`src/rtl/popcount_acc.sv`:
```
// -----------------------------------------------------------------------------
// popcount_acc
//
// Ternary-weight popcount accumulator. Each accepted beat contributes
// popcount(pos_a) - popcount(neg_a), optionally coarsened by clearing the low
// APPROX_LSB bits of each count. After BEATS accepted beats the signed sum is
// presented on out_sum together with a ternary activation on out_act, and is
// held until the consumer takes it.
//
// Ports
//   clk        : single clock, rising-edge
//   rst        : synchronous active-high reset
//   in_valid   : beat offered
//   in_ready   : beat accepted when in_valid && in_ready
//   pos_a      : N positive-weight activation bits
//   neg_a      : N negative-weight activation bits
//   out_valid  : result available
//   out_ready  : result consumed when out_valid && out_ready
//   out_sum    : signed accumulated difference (ACCW bits)
//   out_act    : 2'b01 = +1, 2'b00 = 0, 2'b11 = -1
// -----------------------------------------------------------------------------
module popcount_acc #(
    parameter int N          = 9,
    parameter int BEATS      = 4,
    parameter int THR        = 2,
    parameter int APPROX_LSB = 0,
    localparam int CW        = $clog2(N + 1),
    localparam int ACCW      = $clog2(BEATS * N + 1) + 1
) (
    input  logic                   clk,
    input  logic                   rst,
    input  logic                   in_valid,
    output logic                   in_ready,
    input  logic [N-1:0]           pos_a,
    input  logic [N-1:0]           neg_a,
    output logic                   out_valid,
    input  logic                   out_ready,
    output logic signed [ACCW-1:0] out_sum,
    output logic [1:0]             out_act
);

    // Counter needs at least one bit even when a result is a single beat.
    localparam int CNTW = (BEATS > 1) ? $clog2(BEATS) : 1;
    localparam logic [CNTW-1:0] LAST_BEAT = CNTW'(BEATS - 1);
    // Keeps the high bits of a count; the cleared low bits implement the
    // approximate mode.
    localparam logic [CW-1:0] TRUNC_MASK = CW'(32'hFFFF_FFFF << APPROX_LSB);
    localparam logic signed [31:0] THR_S = 32'(THR);

    typedef enum logic [0:0] {
        ST_ACC  = 1'b0,
        ST_DONE = 1'b1
    } state_t;

    // Number of set bits in one input word.
    function automatic logic [CW-1:0] popcnt(input logic [N-1:0] v);
        logic [CW-1:0] c;
        c = {CW{1'b0}};
        for (int i = 0; i < N; i++) begin
            c = c + CW'(v[i]);
        end
        return c;
    endfunction

    // Ternary activation; values exactly at +/-THR map to zero.
    function automatic logic [1:0] ternary(input logic signed [ACCW-1:0] s);
        logic signed [31:0] s_ext;
        logic [1:0]         a;
        s_ext = 32'(s);
        if (s_ext > THR_S) begin
            a = 2'b01;
        end else if (s_ext < -THR_S) begin
            a = 2'b11;
        end else begin
            a = 2'b00;
        end
        return a;
    endfunction

    state_t                 state_r;
    logic [CNTW-1:0]        cnt_r;
    logic signed [ACCW-1:0] acc_r;
    logic signed [ACCW-1:0] out_sum_r;
    logic [1:0]             out_act_r;
    logic                   out_valid_r;

    logic [CW-1:0]          pc_pos_s;
    logic [CW-1:0]          pc_neg_s;
    logic signed [ACCW-1:0] beat_d_s;
    logic signed [ACCW-1:0] acc_nxt_s;
    logic                   accept_s;

    // Ready only while accumulating and never while reset is asserted, so the
    // first cycle after reset release can already accept a beat.
    assign in_ready = (state_r == ST_ACC) && !rst;
    assign accept_s = in_valid && in_ready;

    // Per-beat difference and the accumulator value it would produce. Counts
    // are zero-extended into ACCW bits, which always has a spare sign bit, so
    // the subtraction and the running sum can never overflow.
    always_comb begin
        pc_pos_s  = popcnt(pos_a) & TRUNC_MASK;
        pc_neg_s  = popcnt(neg_a) & TRUNC_MASK;
        beat_d_s  = $signed(ACCW'(pc_pos_s)) - $signed(ACCW'(pc_neg_s));
        acc_nxt_s = acc_r + beat_d_s;
    end

    // Control state, beat counter, accumulator and registered result.
    always_ff @(posedge clk) begin
        if (rst) begin
            state_r     <= ST_ACC;
            cnt_r       <= {CNTW{1'b0}};
            acc_r       <= {ACCW{1'b0}};
            out_sum_r   <= {ACCW{1'b0}};
            out_act_r   <= 2'b00;
            out_valid_r <= 1'b0;
        end else begin
            case (state_r)
                ST_ACC: begin
                    if (accept_s) begin
                        if (cnt_r == LAST_BEAT) begin
                            // Final beat: publish the completed sum directly.
                            state_r     <= ST_DONE;
                            cnt_r       <= {CNTW{1'b0}};
                            acc_r       <= acc_nxt_s;
                            out_sum_r   <= acc_nxt_s;
                            out_act_r   <= ternary(acc_nxt_s);
                            out_valid_r <= 1'b1;
                        end else begin
                            cnt_r <= cnt_r + CNTW'(1);
                            acc_r <= acc_nxt_s;
                        end
                    end else begin
                        cnt_r <= cnt_r;
                        acc_r <= acc_r;
                    end
                end
                ST_DONE: begin
                    // Input side is ignored here; only the consumer moves us on.
                    if (out_ready) begin
                        state_r     <= ST_ACC;
                        cnt_r       <= {CNTW{1'b0}};
                        acc_r       <= {ACCW{1'b0}};
                        out_valid_r <= 1'b0;
                    end else begin
                        state_r     <= ST_DONE;
                    end
                end
                default: begin
                    state_r     <= ST_ACC;
                    cnt_r       <= {CNTW{1'b0}};
                    acc_r       <= {ACCW{1'b0}};
                    out_valid_r <= 1'b0;
                end
            endcase
        end
    end

    assign out_valid = out_valid_r;
    assign out_sum   = out_sum_r;
    assign out_act   = out_act_r;

endmodule

```
`config.mk`:
```
export PLATFORM = sky130hd
export DESIGN_NAME = popcount_acc
export DESIGN_NICKNAME = d
export VERILOG_FILES = /design/src/rtl/popcount_acc.sv
export SDC_FILE = /design/constraint.sdc
export NUM_CORES = 1
export LEC_CHECK = 0
export ABC_AREA = 1
export CELL_PAD_IN_SITES_DETAIL_PLACEMENT = 0
export CELL_PAD_IN_SITES_GLOBAL_PLACEMENT = 2
export CORE_MARGIN = 4
export CORE_UTILIZATION = 29
export DETAILED_ROUTE_END_ITERATION = 16
export GPL_TIMING_DRIVEN = 0
export PLACE_DENSITY = 0.8
export SLEW_MARGIN = 20
export SYNTH_ARGS = -nofsm -noshare
export SYNTH_HDL_FRONTEND = slang
export SYNTH_SLANG_ARGS = --single-unit
```
`constraint.sdc`:
```
create_clock -name clk -period 7 [get_ports clk]
set_input_delay 1.75 -clock clk [delete_from_list [all_inputs] [get_ports clk]]
set_output_delay 1.75 -clock clk [all_outputs]
set_load 0.05 [all_outputs]
```
==> summary.txt <==
Logic synthesis
  • Post-synthesis sequential area ratio: between 20% and 30%
  • Synth async-reset ratio: 0%
  • Syn avg cell area: between 7 and 8 µm²
  • Synth area leader: dfxtp_1
  • Synth Cell Area: around 1700 µm²
  • Top cells by area, synth: dfxtp_1 (24%), fa_1 (15%), ha_1 (12%)
  • Yosys reg bits: 20
  • Commonest register cell after synthesis: dfxtp_1
  • Mapped Cells: 220
  • Yosys top cell area share: about a quarter
  • EDFF count, synth: 0
  • Netlist cell types: 31
  • Yosys warning count: 0
  • Syn_nets: 270

Setup path
  • Critical Path Sink Type: flip-flop
  • WP data required: 7.21 ns
  • Critical path data arrival time: between 6 and 7 ns
  • R2r endpoint: out_act[0]$_SDFFE_PP0P_
  • Reg2Reg Depth: 13
  • Reg2reg start: acc_r[0]$_SDFFE_PP0P_
  • Crit Path Category: input pin to flip-flop
  • R2R Setup Slk: just over 5 ns
  • Nature of the critical path startpoint: input pin
  • Crit Path Max Fanout: 3

Timing
  • Fin Clk Skew: 0.01121 ns
  • Final number of hold-violating endpoints: 0
  • Fmax: around 150 MHz
  • Post-layout minimum cycle time: just under 7 ns
  • Min setup slack post-route: around 0.26 ns
  • RSZ-0062 raised after global routing: false
  • Slew HR: 67.02%
  • Setup TNS: 0 ns
  • Fin crit share: roughly 96%
  • Least-Margin Pin Slew: just under 0.5 ns
  • Slew Viols, Final: 0
  • Final setup violation count: 0

Detailed routing
  • Mean routed wirelength per cell: approximately 11 µm
  • Initial DRC Count: 33
  • Post-route DRC violation count: 0
  • TritonRoute pass-1 iters: 4
  • Routed WL: ~3700 µm
  • Routed vias/inst: 4.263
  • Antenna-violating nets left: 0
  • DR vias: 1,428

Clock tree
  • H-Tree Depth: 1
  • Clock Sinks: 20
  • Clock-pin transition on the worst setup and hold timing paths: ~0.080 ns
  • Clk_lat worst skew: about 0.26 ns
  • Total CTS buffers: 3
  • Max Root-Sink Buffers: 2
  • Hold_buf cts: 0
  • Clk root buf: clkbuf_8
  • CTS tree: yes

Global route
  • Antenna violations before repair: 0
  • Busiest layer in global routing: met2
  • Met3 usage: about 2.2%
  • Largest net degree at the start of global routing: 13
  • Global-route wire length before repair: ~6400 µm
  • Global route overflow: 0
  • M2 GR Usage: a little under a fifth
  • Total track usage: about 11%
  • Met1 Use GR: 15.03%
  • Vias in the first global route: 1,397

Floorplan
  • Ports: 33
  • Die X: 83.58 µm
  • Die footprint: roughly 7000 µm²
  • Std cell rows: 27
  • Initial Util: between 20% and 30%
  • Core area: 5540 µm²
  • Die Y: 83.58 µm

Power and ir drop
  • Switching share of total power: ~50%
  • Power per cell area: ~550 nW/µm²
  • Switching power: around 0.63 mW
  • Sequential power share: 11.6%
  • Internal power: 0.6291 mW
  • Clk pwr share: 9.4%
  • Max VDD drop: 0.2351 mV
  • Gate power share: around four fifths
  • Power Total: ~1.3 mW
  • Leakage: 1.136 nW

Layout
  • Antenna cells: 0
  • # nets final: around 310
  • Commonest non-fill, non-tap cell in the layout: nand2_1
  • # fillers: slightly above 600
  • Most frequent cells in the layout: nand2_1 (43), inv_1 (37), clkdlybuf4s50_1 (28)
  • Syn-to-layout area delta: 38.07%
  • Layout cells sized above 1: approximately 22%

Place
  • Port Buffers: 32
  • Dpl ws: -0.2934 ns
  • DP HPWL: around 3000 µm
  • RePlAce Congestion: 0.7547

Hold path
  • Worst min path class: flip-flop to flip-flop
  • Hold EP: out_valid$_SDFFE_PP0P_
  • WHS Path Cells: 2
  • Hold Path Origin: out_valid$_SDFFE_PP0P_

Run status
  • Status: complete, no violations

Flow run
  • Max-cap viol count: 0
==> power groups by stage <==
stage / Combinational, mW / Clock, mW / Sequential, mW
5_1_grt: 1.14 / 0.128 / 0.149
3_5_place_dp: 0.798 / 0 / 0.147
3_3_place_gp: 0.807 / 0 / 0.148
4_1_cts: 0.818 / 0.123 / 0.145
6_report: 0.996 / 0.119 / 0.147
2_1_floorplan: 0.622 / 0 / 0.148
==> per-stage QoR <==
step           instance area, µm²  util (%)  instances  hold slack (ns)
2_1_floorplan                1657         -        220           0.4433
3_3_place_gp                 2067     37.31        324           0.4530
3_5_place_dp                 2067     37.31        324           0.4568
4_1_cts                      2145     38.71        328           0.4712
5_1_grt                      2287     41.28        335           0.5065
6_report                     2287     41.28        335           0.4679
==> worst max-delay path by stage <==
| stage | depth (start not counted) | slack [ns] | to | startpoint |
|---|---|---|---|---|
| finish | 23 | 0.26 | out_act[0]$_SDFFE_PP0P_ | neg_a[5] |
| global route | 26 | 0.008 | out_act[0]$_SDFFE_PP0P_ | neg_a[5] |
| CTS | 27 | 0.02 | out_act[0]$_SDFFE_PP0P_ | neg_a[0] |
| detailed placement | 27 | -0.29 | out_act[0]$_SDFFE_PP0P_ | pos_a[1] |
| global placement | 27 | -0.28 | out_act[0]$_SDFFE_PP0P_ | pos_a[1] |
| floorplan | 25 | 0.53 | out_act[0]$_SDFFE_PP0P_ | pos_a[1] |
==> Yosys cell counts, drive strengths merged (2+ instances only) <==
master	count
o211ai	2
nand2	54
nor2	10
nand3b	2
nand3	16
dfxtp	20
fa	12
ha	16
a21oi	17
inv	54
buf	3
o21ai	6
==> metal layers <==
metal	part of all wire, %	vias to the layer above
met3	2.4	2
met1	50	650
met4	0.79	0
met5	0	-
met2	47	14
li1	-	762
==> final cells by class <==
class | count | area (µm²) | share of cell area [%]
timing repair buffer | 39 | 382.9 | 16.74
clock buffer | 3 | 41.29 | 1.805
tap | 72 | 90.09 | 3.939
clock inverter | 1 | 30.03 | 1.313
multi-input combinational | 143 | 1111 | 48.58
inverter | 54 | 210.2 | 9.190
buffer | 3 | 21.27 | 0.9300
sequential | 20 | 400.4 | 17.51
==> worst max-delay path: stages <==
cell and delay, ns:
clkdlybuf4s50_1 0.45, inv_1 0.05, fa_1 0.52, inv_2 0.04
fa_1 0.47, fa_1 0.51, inv_2 0.04, fa_1 0.52
fa_1 0.44, fa_2 0.36, inv_2 0.07, fa_2 0.45
fa_2 0.39, buf_4 0.15, nor3_2 0.16, nor2_1 0.06
nand2_1 0.07, nand2_2 0.10, nor2_2 0.13, nand2_1 0.06
nand3_1 0.06, nand2_1 0.05, inv_1 0.05
==> registers in the layout (all words and copies together) (netlist names) <==
signal     flops
out_valid      1
out_act        2
out_sum        7
acc_r          7
cnt_r          2
state_r        1
==> repair_timing <==
| action | in CTS | in global routing |
|---|---|---|
| resized for setup | 2 | 35 |
| pin swaps | 0 | 27 |
| buffers inserted | 0 | 7 |
| endpoints found under the hold margin | 0 | 0 |
| setup endpoints to repair | 1 | 7 |
==> cells by family (layout without fill, tap and decap cells) <==
| kind of cell | Yosys count | after routing | share of synthesized area [%] |
|---|---|---|---|
| and+or+nand+nor | 85 | 85 | 24.09 |
| buffers and inverters | 57 | 100 | 13.82 |
| adders and majority gates | 28 | 28 | 26.59 |
| AOI/OAI and AO/OA | 28 | 28 | 10.27 |
| DFF | 20 | 20 | 24.17 |
| xor gates and xnor gates | 2 | 2 | 1.058 |
No activity file was read; power rests on OpenSTA's default activity.
==> RTL edit 1: new RTL, same flow settings <==
Set the parameter `N` to 11 (it was 9).
--- a/src/rtl/popcount_acc.sv
+++ b/src/rtl/popcount_acc.sv
@@ -20,7 +20,7 @@
 //   out_act    : 2'b01 = +1, 2'b00 = 0, 2'b11 = -1
 // -----------------------------------------------------------------------------
 module popcount_acc #(
-    parameter int N          = 9,
+    parameter int N          = 11,
     parameter int BEATS      = 4,
     parameter int THR        = 2,
     parameter int APPROX_LSB = 0,
Ports: changed (resized neg_a and pos_a); port bits go from 33 to 37. No check against the original RTL was run, so the function may have changed too.
==> RTL edit 1 against the unedited design <==
  * Sequential cell count is the same
  * Maximum frequency is essentially flat
  * Die area grew 9.6%
  * Via count grew 8.1%
  * Worst hold slack lost 2.4 ps
  * Worst setup slack lost 1.8 ps
  * Cell count grew 6.6%
  * Synthesized area grew 11%
  * Design area grew 10%
  * Wire length grew 7.0%
  * Core utilization grew 0.47 points
  * Largest cell class unchanged
  * Highest routed layer unchanged
Power is left out: the tool's default activity adds up to more than one toggle a clock period on the data nets, which glitch-free logic cannot reach.
==> RTL edit 1: results (changes against the unedited design) <==
stage	metric	value	unit	change
grt	grt_pass1_vias	1469		+5.2%
placed_design	dp.cells	349		+7.7%
placed_design	placed_area	2290	µm²	+11%
cells_and_area	final_cell_area	2520	µm²	+10%
cells_and_area	drive_gt1_frac	0.213		-0.0116
min_path	worst_hold_path_type	reg -> reg		
detailed_routing	viasPerCell	4.32		+1.4%
detailed_routing	first_pass_iters	4		unchanged
synthesis	synth-xor-area-share	0.00956		-0.00102
setup_path	worst-path-max-fanout	4		+1
cells_and_area	layout.nets	343		+9.2%
synthesis	syn-num-nets	297		+10%
synthesis	synth_common_cells	54 x inv_1, 50 x nand2_1, 20 x dfxtp_1, 20 x nand3_1, 17 x ha_1		
sta	worstMarginPinSlew	508	ps	+15.0 ps
synthesis	synthDistinctLibCells	26		-16%
synthesis	netlist_instances	238		+8.2%
detailed_routing	wl_per_cell	11.0	µm	+0.44%
placed_design	place_congestion	0.734		-2.7%
synthesis	synth-seq-area-share	0.218		-0.0233
cells_and_area	nFillCells	605		-1.8%
synthesis	synth_fa_ha_area_frac	0.291		+0.0249
placed_design	pre_cts_slack	-475	ps	-182 ps
synthesis	netlist_top_cells_area	dfxtp_1 22%, fa_1 17%, ha_1 12%		
placed_design	io_buffers	36		+13%
detailed_routing	first_iter_violations	37		+12%
sta	skew	0.695	ps	-10.5 ps
grt	grt_max_degree	11		-2
run_status	status	finished, final reports clean		
grt	grt_pass1_wl	6640	µm	+4.0%
grt	track_usage	0.107		-0.00302
placed_design	dpl.hpwl	3280	µm	+10%
[RTL edit 1: changes by cell type after synthesis, moves of 2 or more]
cell,delta
buf_6,+2
fa_1,+4
inv_1,+4
nand2_2,+2
nand3_1,+4
nand3_2,+7
nand3b_1,-2
nand4_1,+2
nor2_1,-2
[RTL edit 1: path summary, 6_finish.rpt]
path	start	endpoint	slack, ps	cells past startpoint
worst min register to register	out_valid	out_valid	470	2
worst max-delay path	neg_a[5]	out_act[0]	260	25
worst min-delay path	out_valid	out_valid	470	2
worst max register to register	acc_r[0]	out_act[0]	5100	12
[RTL edit 1: worst max-delay path: stages]
cell             delay [ps]
clkdlybuf4s50_1         430
fa_1                    570
fa_1                    450
fa_1                    510
inv_1                    50
fa_1                    490
fa_1                    430
fa_2                    370
fa_2                    440
nand2_2                 100
nand2_4                  70
nand3_4                  80
nand2_4                  90
ha_4                    270
buf_4                   130
inv_1                    40
nand3_1                 110
nand2_1                 100
nand2_1                  60
nor2_2                  110
nand2_1                  60
nand3_2                  70
nand3_2                  50
nand2_1                  50
inv_1                    30
[RTL edit 1: area by class of cell]
| cell class | count | area share |
|---|---|---|
| buffer | 4 | 0.0154 |
| timing repair buffer | 41 | 0.161 |
| tap | 75 | 0.0373 |
| inverter | 58 | 0.0865 |
| clock buffer | 3 | 0.0164 |
| sequential | 20 | 0.159 |
| multi-input combinational | 156 | 0.524 |
[RTL edit 1: routing by layer]
layer / vias up / global-route usage / wire length [µm]
met5: - / 0 / 0
met4: 0 / 0.0167 / 17
met3: 2 / 0.0265 / 117
met2: 16 / 0.160 / 1760
met1: 691 / 0.160 / 2040
li1: 834 / - / -
[RTL edit 1: timing repair]
item | CTS | global route
hold buffers | 0 | 0
resized for setup | 7 | 30
setup endpoints to repair | 6 | 5
pin swaps | 1 | 23
setup buffers | 0 | 5
==> RTL edit 2: new RTL, same settings <==
Made on the original files. Make the reset (`rst`) asynchronous in one clocked block. Comments in the files are not updated.
--- a/src/rtl/popcount_acc.sv
+++ b/src/rtl/popcount_acc.sv
@@ -106,7 +106,7 @@
     end
 
     // Control state, beat counter, accumulator and registered result.
-    always_ff @(posedge clk) begin
+    always_ff @(posedge clk or posedge rst) begin
         if (rst) begin
             state_r     <= ST_ACC;
             cnt_r       <= {CNTW{1'b0}};
Formal check against the unedited RTL: differs if rst is asserted again (counterexample within 10 cycles, from zero or initial values and one cycle with rst high); with rst held inactive, the same outputs for 10 cycles.
==> RTL edit 2 against the unedited design <==
  * Clock skew shrank 9.8 ps
  * Synthesized area grew 2.9%
  * Sequential cell count is the same
  * Die area grew 2.7%
  * Design area shrank 2.8%
  * Critical path depth shrank 2
  * Non-clock buffer count shrank 7
  * Worst setup slack gained 94 ps
  * Wire length shrank 10%
  * Cell count shrank 4.8%
  * Critical path type unchanged
Power is left out: the tool's default activity adds up to more than one toggle a clock period on the data nets, which glitch-free logic cannot reach.
==> RTL edit 2: results (changes against the unedited design) <==
stage	metric	value	unit	change
min_path	worst_hold_path_type	reg -> reg		
cells_and_area	bufAreaShareNonClock	0.156		-0.0207
detailed_routing	viasPerCell	4.24		-0.57%
cells_and_area	n_all_buffers	35		-17%
run_status	status	finished, final reports clean		
synthesis	synth_fa_ha_area_frac	0.258		-0.00761
placed_design	dpl.hpwl	2880	µm	-3.4%
setup_path	critPathTopFamily	adder cells		
sta	skew	1.41	ps	-9.80 ps
min_path	whs_endpoint	out_sum[4]		
synthesis	synth_top_flop_cell	dfrtp_1		
synthesis	synth.mux.area_fraction	0		unchanged
synthesis	synthDistinctLibCells	26		-16%
detailed_routing	wl	3300	µm	-10%
sta	finalHoldWorstSlack	485	ps	+16.9 ps
detailed_routing	first_iter_violations	16		-52%
cells_and_area	nFillCells	605		-1.8%
grt	grt_max_degree	21		+8
cells_and_area	layout.nets	299		-4.8%
grt	grt_pass1_vias	1408		+0.79%
synthesis	synth-xor-area-share	0.0103		-0.000303
die	coreArea	5610	µm²	+1.2%
cells_and_area	final-seq-area	500	µm²	+25%
synthesis	synth_common_cells	47 x nand2_1, 46 x inv_1, 20 x dfrtp_1, 16 x ha_1, 14 x nand3_1		
min_path	min-delay-start	out_sum[4]		
placed_design	place_congestion	0.698		-7.5%
cells_and_area	multi_input_area_share	0.472		-0.0139
placed_design	placed_area	2120	µm²	+2.4%
synthesis	syn-num-nets	260		-3.7%
setup_path	r2r_cells	10		-3
cells_and_area	nMultiInputCombCells	137		-4.2%
setup_path	worst_r2r_endpoint	out_act[0]		
synthesis	async_reset_ff_frac	1.00		+1.00
cells_and_area	drive_gt1_frac	0.154		-0.0705
synthesis	synth-compound-area-share	0.0704		-0.0323
synthesis	netlist_top_cells_area	dfrtp_1 29%, fa_1 14%, ha_1 12%		
setup_path	r2r_slack	5090	ps	+20 ps
grt	grt_pass1_wl	5970	µm	-6.5%
grt	track_usage	0.0984		-0.0119
setup_path	rr_startpoint	acc_r[0]		
sta	worstMarginPinSlew	748	ps	+255 ps
cells_and_area	clkCellAreaFrac	0.0186		-0.0126
clock_tree	clk_latency	250	ps	
cells_and_area	n_all_inverters	52		-3.7%
==> RTL edit 2: changes by cell type after synthesis, sizes merged, moves of 2 or more <==
cell    before  now
o211ai       2    0
buf          3    1
o22ai        0    2
nand2       54   56
inv         54   52
o21ai        6   14
a21oi       17    5
dfrtp        0   20
dfxtp       20    0
==> RTL edit 2: per-stage QoR <==
stage / setup slack, ps / utilization / std cells
2_1_floorplan: 627 / - / 210
3_3_place_gp: -147 / 0.377 / 314
3_5_place_dp: -186 / 0.377 / 314
4_1_cts: 83.8 / 0.385 / 317
5_1_grt: 36.2 / 0.396 / 319
6_report: 352 / 0.396 / 319
==> RTL edit 2: metal layers <==
layer | vias up | routed length (µm) | track usage
li1 | 720 | - | -
met1 | 614 | 1570 | 0.120
met2 | 16 | 1630 | 0.186
met3 | 2 | 91 | 0.00785
met4 | 0 | 12 | 0.0216
met5 | - | 0 | 0
==> RTL edit 2: timing repair <==
action / in CTS / in global routing
buffers inserted: 0 / 2
setup endpoints to repair: 0 / 6
resized for setup: 0 / 11
